--- config.mk ---
export PLATFORM = sky130hd
export DESIGN_NAME = wb_port_arbiter
export DESIGN_NICKNAME = d
export VERILOG_FILES = /design/src/rtl/wb_port_arbiter.sv
export SDC_FILE = /design/constraint.sdc
export NUM_CORES = 1
export LEC_CHECK = 0
export ABC_AREA = 1
export BUFFER_PORTS_ARGS = -buffer_cell sky130_fd_sc_hd__clkbuf_2
export CAP_MARGIN = 20
export CORE_MARGIN = 2
export CORE_UTILIZATION = 25
export CTS_BUF_LIST = sky130_fd_sc_hd__clkbuf_16
export DETAILED_ROUTE_END_ITERATION = 8
export SYNTH_ARGS = -nofsm -noshare
export SYNTH_HDL_FRONTEND = slang
export SYNTH_SLANG_ARGS = --single-unit
--- constraint.sdc ---
create_clock -name clk -period 1.5 [get_ports clk]
set_input_delay 0.45 -clock clk [delete_from_list [all_inputs] [get_ports clk]]
set_output_delay 0.45 -clock clk [all_outputs]
set_load 0.03 [all_outputs]
--- src/rtl/wb_port_arbiter.sv ---
// wb_port_arbiter: shares the single regfile write port between EXU (req0)
// and LSU (req1) write-back traffic. Each requester owns a one-entry buffer
// with a valid/ready handshake; a round-robin arbiter drains one buffer per
// cycle onto rw_en/rw_addr/rw_data.
// Ports: clk, rst_n (async, active-low),
//   req0_valid/req0_ready/req0_addr/req0_data  EXU write-back
//   req1_valid/req1_ready/req1_addr/req1_data  LSU write-back
//   rw_en/rw_addr/rw_data                      regfile write port
//   grant                                      buffer driven this cycle
// Optional macro WB_ARB_FWD_EN adds fwd_addr/fwd_hit/fwd_data, a lookup of
// pending writes so readers can bypass the regfile.
module wb_port_arbiter #(
    parameter int DATA_W = 64,
    parameter int ADDR_W = 5
) (
    input  logic              clk,
    input  logic              rst_n,
    input  logic              req0_valid,
    output logic              req0_ready,
    input  logic [ADDR_W-1:0] req0_addr,
    input  logic [DATA_W-1:0] req0_data,
    input  logic              req1_valid,
    output logic              req1_ready,
    input  logic [ADDR_W-1:0] req1_addr,
    input  logic [DATA_W-1:0] req1_data,
`ifdef WB_ARB_FWD_EN
    input  logic [ADDR_W-1:0] fwd_addr,
    output logic              fwd_hit,
    output logic [DATA_W-1:0] fwd_data,
`endif
    output logic              rw_en,
    output logic [ADDR_W-1:0] rw_addr,
    output logic [DATA_W-1:0] rw_data,
    output logic              grant
);

    logic              full0, full1;
    logic [ADDR_W-1:0] addr0, addr1;
    logic [DATA_W-1:0] data0, data1;
    logic              rr_ptr;
    // index of the older buffer when both are full
    logic              age;

    logic drain0, drain1;
    logic store0, store1;
    logic keep0, keep1;

    always_comb begin
        grant = 1'b0;
        unique case (1'b1)
            full0 & full1:  grant = rr_ptr;
            full1 & ~full0: grant = 1'b1;
            default:        grant = 1'b0;
        endcase
    end

    always_comb begin
        rw_en   = full0 | full1;
        rw_addr = '0;
        rw_data = '0;
        if (rw_en) begin
            rw_addr = grant ? addr1 : addr0;
            rw_data = grant ? data1 : data0;
        end
    end

    assign drain0 = rw_en & ~grant;
    assign drain1 = rw_en & grant;

    assign req0_ready = ~full0 | drain0;
    assign req1_ready = ~full1 | drain1;

    // writes to x0 complete the handshake but are dropped here
    assign store0 = req0_valid & req0_ready & (req0_addr != '0);
    assign store1 = req1_valid & req1_ready & (req1_addr != '0);

    // buffer still holding its old entry after this edge
    assign keep0 = full0 & ~drain0;
    assign keep1 = full1 & ~drain1;

    always_ff @(posedge clk or negedge rst_n) begin
        if (!rst_n) begin
            full0  <= 1'b0;
            full1  <= 1'b0;
            addr0  <= '0;
            addr1  <= '0;
            data0  <= '0;
            data1  <= '0;
            rr_ptr <= 1'b0;
            age    <= 1'b0;
        end else begin
            if (store0) begin
                full0 <= 1'b1;
                addr0 <= req0_addr;
                data0 <= req0_data;
            end else if (drain0) begin
                full0 <= 1'b0;
            end
            if (store1) begin
                full1 <= 1'b1;
                addr1 <= req1_addr;
                data1 <= req1_data;
            end else if (drain1) begin
                full1 <= 1'b0;
            end
            if (full0 & full1) begin
                rr_ptr <= ~grant;
            end
            if (store0 & store1) begin
                age <= 1'b0;
            end else if (store0 & keep1) begin
                age <= 1'b1;
            end else if (store1 & keep0) begin
                age <= 1'b0;
            end
        end
    end

`ifdef WB_ARB_FWD_EN
    logic hit0, hit1;

    assign hit0 = full0 & (addr0 == fwd_addr) & (fwd_addr != '0);
    assign hit1 = full1 & (addr1 == fwd_addr) & (fwd_addr != '0);

    always_comb begin
        fwd_hit  = hit0 | hit1;
        fwd_data = '0;
        if (hit0 & hit1) begin
            // the younger entry is the later program-order write
            fwd_data = age ? data0 : data1;
        end else if (hit1) begin
            fwd_data = data1;
        end else if (hit0) begin
            fwd_data = data0;
        end
    end
`endif

endmodule
==> results of run 1 <==
==> worst max path at each step <==
stage,cells past startpoint,start,to
after floorplan,4,full0,rw_addr[3]
after global placement,7,rr_ptr,rw_data[5]
after global routing,6,full0,rw_data[0]
after CTS,7,rr_ptr,rw_data[5]
final,6,full0,rw_data[0]
after detailed placement,7,rr_ptr,rw_data[4]
==> layout make-up <==
type	instances	area (sq um)	share of cell area, %
Sequential cell	141	3530	31.9
Multi-Input combinational cell	641	3390	30.7
Timing Repair Buffer	310	3070	27.7
Clock buffer	17	425	3.85
Tap cell	335	419	3.79
Clock inverter	15	195	1.77
Inverter	4	25.0	0.227
==> state kept, by name (all words and copies together), names as in the netlist <==
register and count:
full0 1, full1 1, rr_ptr 1, addr1 5
data1 64, data0 64, addr0 5
==> synth_stat cells <==
master / instances / share of area (%)
nor2_1: 4 / 0.23
or2_2: 1 / 0.095
nand3b_1: 2 / 0.23
o21ai_0: 52 / 3.9
dfrtp_1: 141 / 53
inv_1: 1 / 0.057
nand2_1: 425 / 24
inv_2: 3 / 0.17
a21oi_2: 1 / 0.13
clkbuf_1: 15 / 0.85
buf_4: 17 / 1.9
nand3_1: 134 / 10
buf_6: 3 / 0.51
buf_2: 30 / 2.3
o21ai_1: 17 / 1.3
nand2_2: 2 / 0.19
nand3_2: 2 / 0.30
==> cell usage in the layout, fill, tap and decap left out, drive strengths merged, types with 2 or more instances in the layout <==
master	instances
buf	121
bufbuf	5
bufinv	4
clkbuf	200
clkinv	9
dfrtp	141
inv	5
nand2	428
nand3	136
nand3b	2
nor2	4
o21ai	69
==> cell families (layout without fill, tap and decap cells) <==
group | count (synthesis) | count (layout) | synth area share, %
compound gates | 70 | 70 | 5.36
buf+inv | 69 | 346 | 5.80
flops | 141 | 141 | 53.5
simple gates | 570 | 571 | 35.4
==> power by group through the flow <==
stage               Clock [mW]  Combinational, mW  Sequential (mW)
floorplan                    0               5.96             5.31
global placement             0               8.66             5.41
detailed placement           0               8.77             5.45
CTS                       4.66               11.2             5.41
global route              4.84               12.4             5.55
finish                    4.55               11.7             5.43
==> layer usage <==
metal / vias to the layer above / part of all wire, %
li1: 3261 / -
met1: 3221 / 45
met2: 212 / 47
met3: 21 / 6.0
met4: 0 / 1.3
met5: - / 0
==> worst max-delay path: cells and delay by family, from the launching register on <==
family,cells,cell delay (ns)
DFF,1,0.43
and+or+nand+nor,1,0.08
buffers and inverters,3,0.54
AOI/OAI and AO/OA,2,0.27
==> stage by stage <==
stage | hold slack (ns) | TNS [ns] | area, sq um | utilization, % | setup WS, ns
2_1_floorplan | 0.154 | -8.13 | 7210 | - | -0.132
3_3_place_gp | 0.371 | -43.20 | 9090 | 35.0 | -0.304
3_5_place_dp | 0.374 | -42.99 | 9090 | 35.0 | -0.304
4_1_cts | 0.239 | -71.29 | 10900 | 42.0 | -0.727
5_1_grt | 0.246 | -69.79 | 11000 | 42.5 | -0.779
6_report | 0.255 | -52.72 | 11000 | 42.5 | -0.697
==> repair_timing <==
item | 4_1_cts | 5_1_grt
hold endpoints to repair | 22 | 0
setup buffers | 17 | 3
pin swaps | 3 | 0
gates cloned | 9 | 1
endpoints found under the setup margin | 213 | 213
hold buffers | 1 | 0
resized for setup | 190 | 53
==> metrics.md, run 1 <==
| Metric | Value |
|---|---|
| Reg2reg path depth | 9 |
| Period minus WS final | 2.20 ns |
| Setup WS post-layout | -0.697 ns |
| Library cells used by synthesis | 17 |
| Slew Limit Fails | 0 |
| Worst R2R End | data1[43] |
| Post-DP HPWL | 15400 microns |
| Vias | 6715 |
| GRT met2 Usage | 28.4% |
| Antenna Cells | 0 |
| TritonCTS Buffers | 17 |
| Crit path arrival time | 1.75 ns |
| Dpl cells | 1400 |
| Clock power frac | 21.0% |
| Worst Hold Launch | req0_data[12] |
| Avg WL per Cell | 16.6 microns |
| Synth warnings | 0 |
| Die H | 166 microns |
| GRT Total Usage | 17.6% |
| Total power | 21.6 mW |
| Failing checks | negative setup slack |
| Bufs on Longest Clock Path | 2 |
| Port Buffers | 214 |
| Combinational Power Share | 53.9% |
| Drt via density | 4.59 |
| Setup crit start kind | flip-flop |
| Clk slew on worst S/H paths | 0.06 ns |
| Netlist Area Pre-Place | 6600 sq um |
| Final period utilization | 146% |
| CP peak stage delay | 0.43 ns |
| Post-route DRC | 0 |
| Net Count, Synth | 992 |
| Clock sinks | 141 |
| Slowest cell on the critical path | dfrtp_2 |
| Pwr Density | 1960 nW/um^2 |
| Clk Latency, worst-skew pair | 0.42 ns |
| Worst vdd ir | 0.00122 V |
| Initial Util | 25.4% |
| Clock Tree Root | clkbuf_16 |
| Unrepaired setup endpoints after global routing | yes |
| GP Congestion | 0.801 |
| CTS tree | built |
| Layout Nets | 1257 |
| M1 GR Usage | 23.5% |
| Critical path cell sequence | a21oi_4 -> buf_12 -> buf_12 -> nand2_1 -> o21ai_2 -> clkbuf_8 |
| GRT Max-Usage Layer | met2 |
| Register-to-register setup slack | -0.12 ns |
| Largest net degree at the start of global routing | 38 |
| Fill cell total of the finished layout | 2540 |
| Seq/Total Area, Yosys | 53.5% |
| Area Overhead vs Synth | 67.4% |
| Initial drt markers | 346 |
| Crit. End Element | primary output |
| CP dominant cell by count | buf_12 |
| FP Rows | 59 |
| H-tree Lvls | 4 |
| Overflow after GRT | 0 |
| Worst-path maximum fanout | 16 |
| Req. time, crit path | 1.05 ns |
| Total net switching power | 8.58 mW |
| Grt met3 use | 4.61% |
| Clk_skew | 0.00865 ns |
| Global-route wire length before repair | 38300 microns |
| Max Fclk | 0.455 GHz |
| LEAKAGE | 5.64 nW |
| Drt first pass iters | 5 |
| Antenna violations before repair | 0 |
| Slew HR | 68.7% |
| Cell Count, Final, Fillers Out | 1463 |
| Internal Power | 13.0 mW |
| Hold Crit Class | in2reg |
| Synth Instances | 850 |
| Die width | 166 microns |
| Yosys reg bits | 141 |
| Critical path type | reg2out |
| Die area | 27700 sq um |
| DRT antenna net count | 0 |
| Final-report setup violation count | 200 |
| Final WL | 24200 microns |
| Sequential Power Share | 25.1% |
| # Max-Cap Violations | 0 |
| Core ar. | 26000 sq um |
| Actual slew at the worst max-slew pin | 0.470 ns |
| Hold path depth | 3 |
| Final hold violation count | 0 |
| Layout cells sized above 1 | 39.9% |
| Hold path endpoint | data0[12] |
| Number of I/O pins | 215 |
| Switching Share | 39.7% |
| Worst R2R Start | full0 |
| Run status | finished, violations left |
| Synthesized area per cell | 7.76 sq um |
| Number of global-route vias before repair | 6897 |
(Power assumes the default switching activity.)
==> inputs of run 2 (changes only) <==
--- a/config.mk
+++ b/config.mk
@@ -6,12 +6,12 @@
 export NUM_CORES = 1
 export LEC_CHECK = 0
 export ABC_AREA = 1
-export BUFFER_PORTS_ARGS = -buffer_cell sky130_fd_sc_hd__clkbuf_2
 export CAP_MARGIN = 20
 export CORE_MARGIN = 2
 export CORE_UTILIZATION = 25
 export CTS_BUF_LIST = sky130_fd_sc_hd__clkbuf_16
 export DETAILED_ROUTE_END_ITERATION = 8
+export DONT_BUFFER_PORTS = 1
 export SYNTH_ARGS = -nofsm -noshare
 export SYNTH_HDL_FRONTEND = slang
 export SYNTH_SLANG_ARGS = --single-unit
==> run 2 against run 1 <==
Effect of this change:
- the flow finishes with violations (negative hold slack, negative setup slack)
- power shrank 1.8%
- via count is 7.4% lower
- hold slack worse by 0.53 ns
- flip-flop and latch count unchanged
- sequential power is 2% higher
- maximum frequency increased by 0.28%
- sequential share of layout area is 1.2 points higher
- critical endpoint is now rw_addr[4]
- highest routed layer unchanged
==> metrics.md, run 2 (synthesized netlist as in run 1, its figures left out) <==
| Metric | Value |
|---|---|
| Unrepaired setup endpoints after global routing | yes |
| Period minus WS final | 2.19 ns |
| Drt via density | 4.82 |
| Slew HR | 62.3% |
| Antenna Cells | 0 |
| Number of global-route vias before repair | 6374 |
| Clk slew on worst S/H paths | 0.06 ns |
| Antenna violations before repair | 0 |
| Layout cells sized above 1 | 36.3% |
| Vias | 6219 |
| FF+latch area | 3530 sq um |
| Post-route DRC | 0 |
| TritonCTS Buffers | 17 |
| Switching Share | 41.5% |
| Worst R2R Start | full0 |
| LEAKAGE | 5.12 nW |
| DRT antenna net count | 0 |
| Final-report setup violation count | 213 |
| Final period utilization | 146% |
| Setup crit start | full0 |
| Clock Tree Root | clkbuf_16 |
| Most frequent cells in the layout | nand2_1 (334), dfrtp_1 (140), nand3_1 (123) |
| # Max-Cap Violations | 0 |
| Combinational Power Share | 53.7% |
| GP Congestion | 0.793 |
| GRT Total Usage | 17.5% |
| Run status | finished, violations left |
| Avg WL per Cell | 20.2 microns |
| Worst-path maximum fanout | 10 |
| Crit. End Element | primary output |
| Number of I/O pins | 215 |
| Final hold violation count | 141 |
| Req. time, crit path | 1.05 ns |
| Clk_skew | 0.0130 ns |
| Initial Util | 25.4% |
| Max Fclk | 0.456 GHz |
| Total net switching power | 8.81 mW |
| Failing checks | negative hold slack, negative setup slack |
| Initial drt markers | 518 |
| Clock sinks | 141 |
| Final WL | 26100 microns |
| Hold_ws | -0.270 ns |
| Setup WS post-layout | -0.691 ns |
| Worst R2R End | data0[28] |
| Core ar. | 26000 sq um |
| Drt first pass iters | 4 |
| Most common cell after layout, fill and taps aside | nand2_1 |
| CP Capture Point | rw_addr[4] |
| Overflow after GRT | 0 |
| Crit path arrival time | 1.74 ns |
| H-tree Lvls | 4 |
| Global-route wire length before repair | 37600 microns |
| FP Rows | 59 |
| Area Overhead vs Synth | 61.5% |
| Multi-input gate area | 3730 sq um |
| CTS tree | built |
| Register-to-register setup slack | -0.36 ns |
| Actual slew at the worst max-slew pin | 0.563 ns |
| Layout Nets | 1085 |
| Pwr Density | 1990 nW/um^2 |
| Post-layout util | 41.0% |
| Post-route cell area | 10700 sq um |
| Critical path type | reg2out |
| Reg2reg path depth | 13 |
| Top flop regs | data0: 64 flops, data1: 64 flops |
| Setup TNS | -75.04 ns |
| Placed inst area | 8000 sq um |
| Clk Latency, worst-skew pair | 0.42 ns |
| Die area | 27700 sq um |
| Worst vdd ir | 0.000969 V |
| Hold Crit Class | in2async |
| Die width | 166 microns |
| Total power | 21.2 mW |
| Sequential Power Share | 26.1% |
| Setup crit start kind | flip-flop |
| Largest net degree at the start of global routing | 142 |
| Bufs on Longest Clock Path | 2 |
| Clock power frac | 20.2% |
| Post-DP HPWL | 14100 microns |
| Fill cell total of the finished layout | 2534 |
| Port Buffers | 0 |
| Internal Power | 12.4 mW |
| Slew Limit Fails | 0 |
| Die H | 166 microns |
run 2: per-layer routing:
metal / GRT usage [%] / up-vias / share of wire [%]
li1: - / 2927 / -
met1: 23.3 / 3063 / 44
met2: 28.0 / 207 / 48
met3: 4.97 / 22 / 6.6
met4: 4.39 / 0 / 1.4
met5: 0 / - / 0
run 2: area by class of cell:
cell class / count / area share (%)
Timing Repair Buffer: 137 / 22.1
Inverter: 4 / 0.329
Clock inverter: 15 / 1.47
Multi-Input combinational cell: 642 / 35.0
Clock buffer: 17 / 3.99
Sequential cell: 141 / 33.1
Tap cell: 335 / 3.93
run 2: critical path: stages (launching register included):
cell and delay, ns:
dfrtp_2 0.43, a21oi_4 0.23, buf_12 0.21, clkbuf_16 0.22, o21ai_4 0.07, buf_12 0.14
run 2: timing repair:
item / in CTS / in global routing
buffers inserted: 32 / 3
endpoints found under the hold margin: 141 / 141
pin swaps: 32 / 9
endpoints found under the setup margin: 152 / 213
resized for setup: 149 / 84
gates cloned: 23 / 14
run 2: power by group through the flow:
stage                     Sequential [mW]  Clock, mW  Combinational [mW]
after global routing                 5.67       4.60                12.1
final                                5.55       4.29                11.4
after global placement               5.44          0                7.81
after floorplan                      5.31          0                5.96
after detailed placement             5.44          0                7.91
after CTS                            5.45       4.42                10.6
run 2: how the worst min path moves through the flow:
stage	endpoint	slack, ns	cells after the start
after floorplan	addr0[0]	0.15	0
after global placement	data0[18]	0.16	0
after detailed placement	data0[18]	0.16	0
after CTS	data0[18]	-0.29	0
after global routing	data0[20]	-0.30	0
final	data0[18]	-0.27	0
run 2: through the flow:
stage / std cells / hold slack, ns / worst slack [ns]
4_1_cts: 1275 / -0.292 / -0.708
5_1_grt: 1291 / -0.300 / -0.764
3_5_place_dp: 1190 / 0.159 / -0.266
3_3_place_gp: 1190 / 0.160 / -0.240
2_1_floorplan: 850 / 0.154 / -0.132
6_report: 1291 / -0.270 / -0.691
==> inputs of run 3 (changes only) <==
==> constraint.sdc (replaced) <==
create_clock -name clk -period 1.5 [get_ports clk]
set_input_delay 0.45 -clock clk [delete_from_list [all_inputs] [get_ports clk]]
set_output_delay 0.45 -clock clk [all_outputs]
set_load 0.01 [all_outputs]
==> run 3 against run 2 <==
Effect of this change:
- critical path depth grew 1
- cell area fell by 15%
- clock-buffer cell count stayed put
- clock power down 8.9%
- critical path type unchanged
- critical endpoint is now rw_data[46]
- non-clock buffer count fell by 61
- highest routed layer unchanged
- utilization is 6.2 points lower
- hold slack about the same
- the run still ends with negative hold slack, negative setup slack left
- first-iteration DRC count fell by 34%
==> metrics.md, run 3 (synthesized netlist as in run 1, its figures left out) <==
| Metric | Value |
|---|---|
| Area Overhead vs Synth | 37.2% |
| Final-report setup violation count | 152 |
| # Max-Cap Violations | 0 |
| Req. time, crit path | 1.05 ns |
| Worst R2R End | data1[13] |
| Post-layout util | 34.9% |
| Slowest cell on the critical path | dfrtp_1 |
| Pre-CTS WS | -0.215 ns |
| Worst-path maximum fanout | 11 |
| Layout Nets | 1022 |
| Die width | 166 microns |
| Die H | 166 microns |
| Run status | finished, violations left |
| Vias | 6040 |
| Critical path type | reg2out |
| Die area | 27700 sq um |
| Final WL | 25100 microns |
| Number of global-route vias before repair | 6024 |
| Post-DP HPWL | 14500 microns |
| Hold Crit Class | in2async |
| Post-route cell area | 9060 sq um |
| DRT antenna net count | 0 |
| GP Congestion | 0.838 |
| Critical path cell sequence | inv_2 -> a21oi_4 -> buf_4 -> bufbuf_16 -> nand2_1 -> o21ai_2 |
| Antenna violations before repair | 1 |
| Post-route DRC | 0 |
| Clk_skew | 0.00953 ns |
| Layout cells sized above 1 | 22.8% |
| Final period utilization | 140% |
| Overflow after GRT | 0 |
| Clock sinks | 141 |
| Most frequent cells in the layout | nand2_1 (398), dfrtp_1 (140), nand3_1 (133) |
| GRT Total Usage | 17.0% |
| Period minus WS final | 2.10 ns |
| Drt via density | 4.91 |
| Buf/Inv on CP | 3 |
| Top flop regs | data0: 64 flops, data1: 64 flops |
| Unrepaired setup endpoints after global routing | yes |
| Core ar. | 26000 sq um |
| FP Rows | 59 |
| Clk Latency, worst-skew pair | 0.42 ns |
| Clock Tree Root | clkbuf_16 |
| Port Buffers | 0 |
| Initial drt markers | 342 |
| LEAKAGE | 4.46 nW |
| Final hold violation count | 141 |
| Pwr Density | 1850 nW/um^2 |
| Most common cell after layout, fill and taps aside | nand2_1 |
| FF+latch area | 3530 sq um |
| CTS tree | built |
| Worst R2R Start | full0 |
| Largest net degree at the start of global routing | 142 |
| Max Fclk | 0.476 GHz |
| H-tree Lvls | 4 |
| Slew Limit Fails | 0 |
| Delay-heaviest family, CP | buffers and inverters |
| Setup WS post-layout | -0.601 ns |
| Bufs on Longest Clock Path | 2 |
| Setup crit start kind | flip-flop |
| Global-route wire length before repair | 36200 microns |
| Avg WL per Cell | 20.5 microns |
| Worst vdd ir | 0.000640 V |
| Drt first pass iters | 5 |
| Number of I/O pins | 215 |
| Setup TNS | -49.87 ns |
| CP peak stage delay | 0.36 ns |
| TritonCTS Buffers | 17 |
| Clk slew on worst S/H paths | 0.06 ns |
| Register-to-register setup slack | -0.19 ns |
| Hold_ws | -0.270 ns |
| Crit path arrival time | 1.65 ns |
| Fill cell total of the finished layout | 2683 |
| Actual slew at the worst max-slew pin | 0.473 ns |
| Initial Util | 25.4% |
| Failing checks | negative hold slack, negative setup slack |
| Slew HR | 68.4% |
| Reg2reg path depth | 9 |
| Multi-input gate area | 3230 sq um |
| Crit. End Element | primary output |
| Placed inst area | 7410 sq um |
## run 3: cell types whose count changed in the layout (fill, tap and decap cells not counted), sizes merged
cell and change:
buf -63, nand2 -2, clkinvlp -1, clkinv +5, bufinv -2, bufbuf +3, inv -2, diode +1
clkbuf -1
## run 3: report_power, final
group          switching, mW  internal [mW]
logic                   4.18           3.16
registers              0.645           4.82
clock network           1.67           2.24
total                   6.50           10.2
## run 3: area by class of cell
cell class              instances  area share, %
inverters                       4          0.249
flip-flops and latches        141           39.0
well taps                     335           4.63
clock buffers                  17           4.70
clock inverters                15           1.17
multi-input cells             640           35.7
diodes                          1         0.0276
repair buffers                 76           14.6
## run 3: metal layers
metal  share of wire, %  GRT usage (%)  vias to the layer above
li1                   -              -                     2800
met1                 42           21.3                     2951
met2                 48           27.3                      236
met3                5.9           4.28                       53
met4                3.9           8.77                        0
met5                  0              0                        -
## run 3: worst max path at each step
stage / startpoint / end / slack, ns / cells past startpoint
after floorplan: full0 / rw_data[10] / -0.04 / 6
after global placement: full0 / rw_data[63] / -0.19 / 5
after detailed placement: full0 / rw_data[63] / -0.21 / 5
after CTS: full0 / rw_data[8] / -0.61 / 6
after global routing: rr_ptr / rw_data[63] / -0.66 / 7
final: rr_ptr / rw_data[46] / -0.60 / 6
## run 3: stage by stage
stage	std cells	total power, mW
after floorplan	850	9.26
after global placement	1160	10.6
after detailed placement	1160	10.7
after CTS	1212	15.8
after global routing	1229	17.7
final	1229	16.7
## run 3: repair_timing
item,CTS,global route
cloned,14,10
endpoints found under the setup margin,143,194
setup buffers,7,6
pin swaps,2,2
endpoints found under the hold margin,141,141
resized for setup,32,61
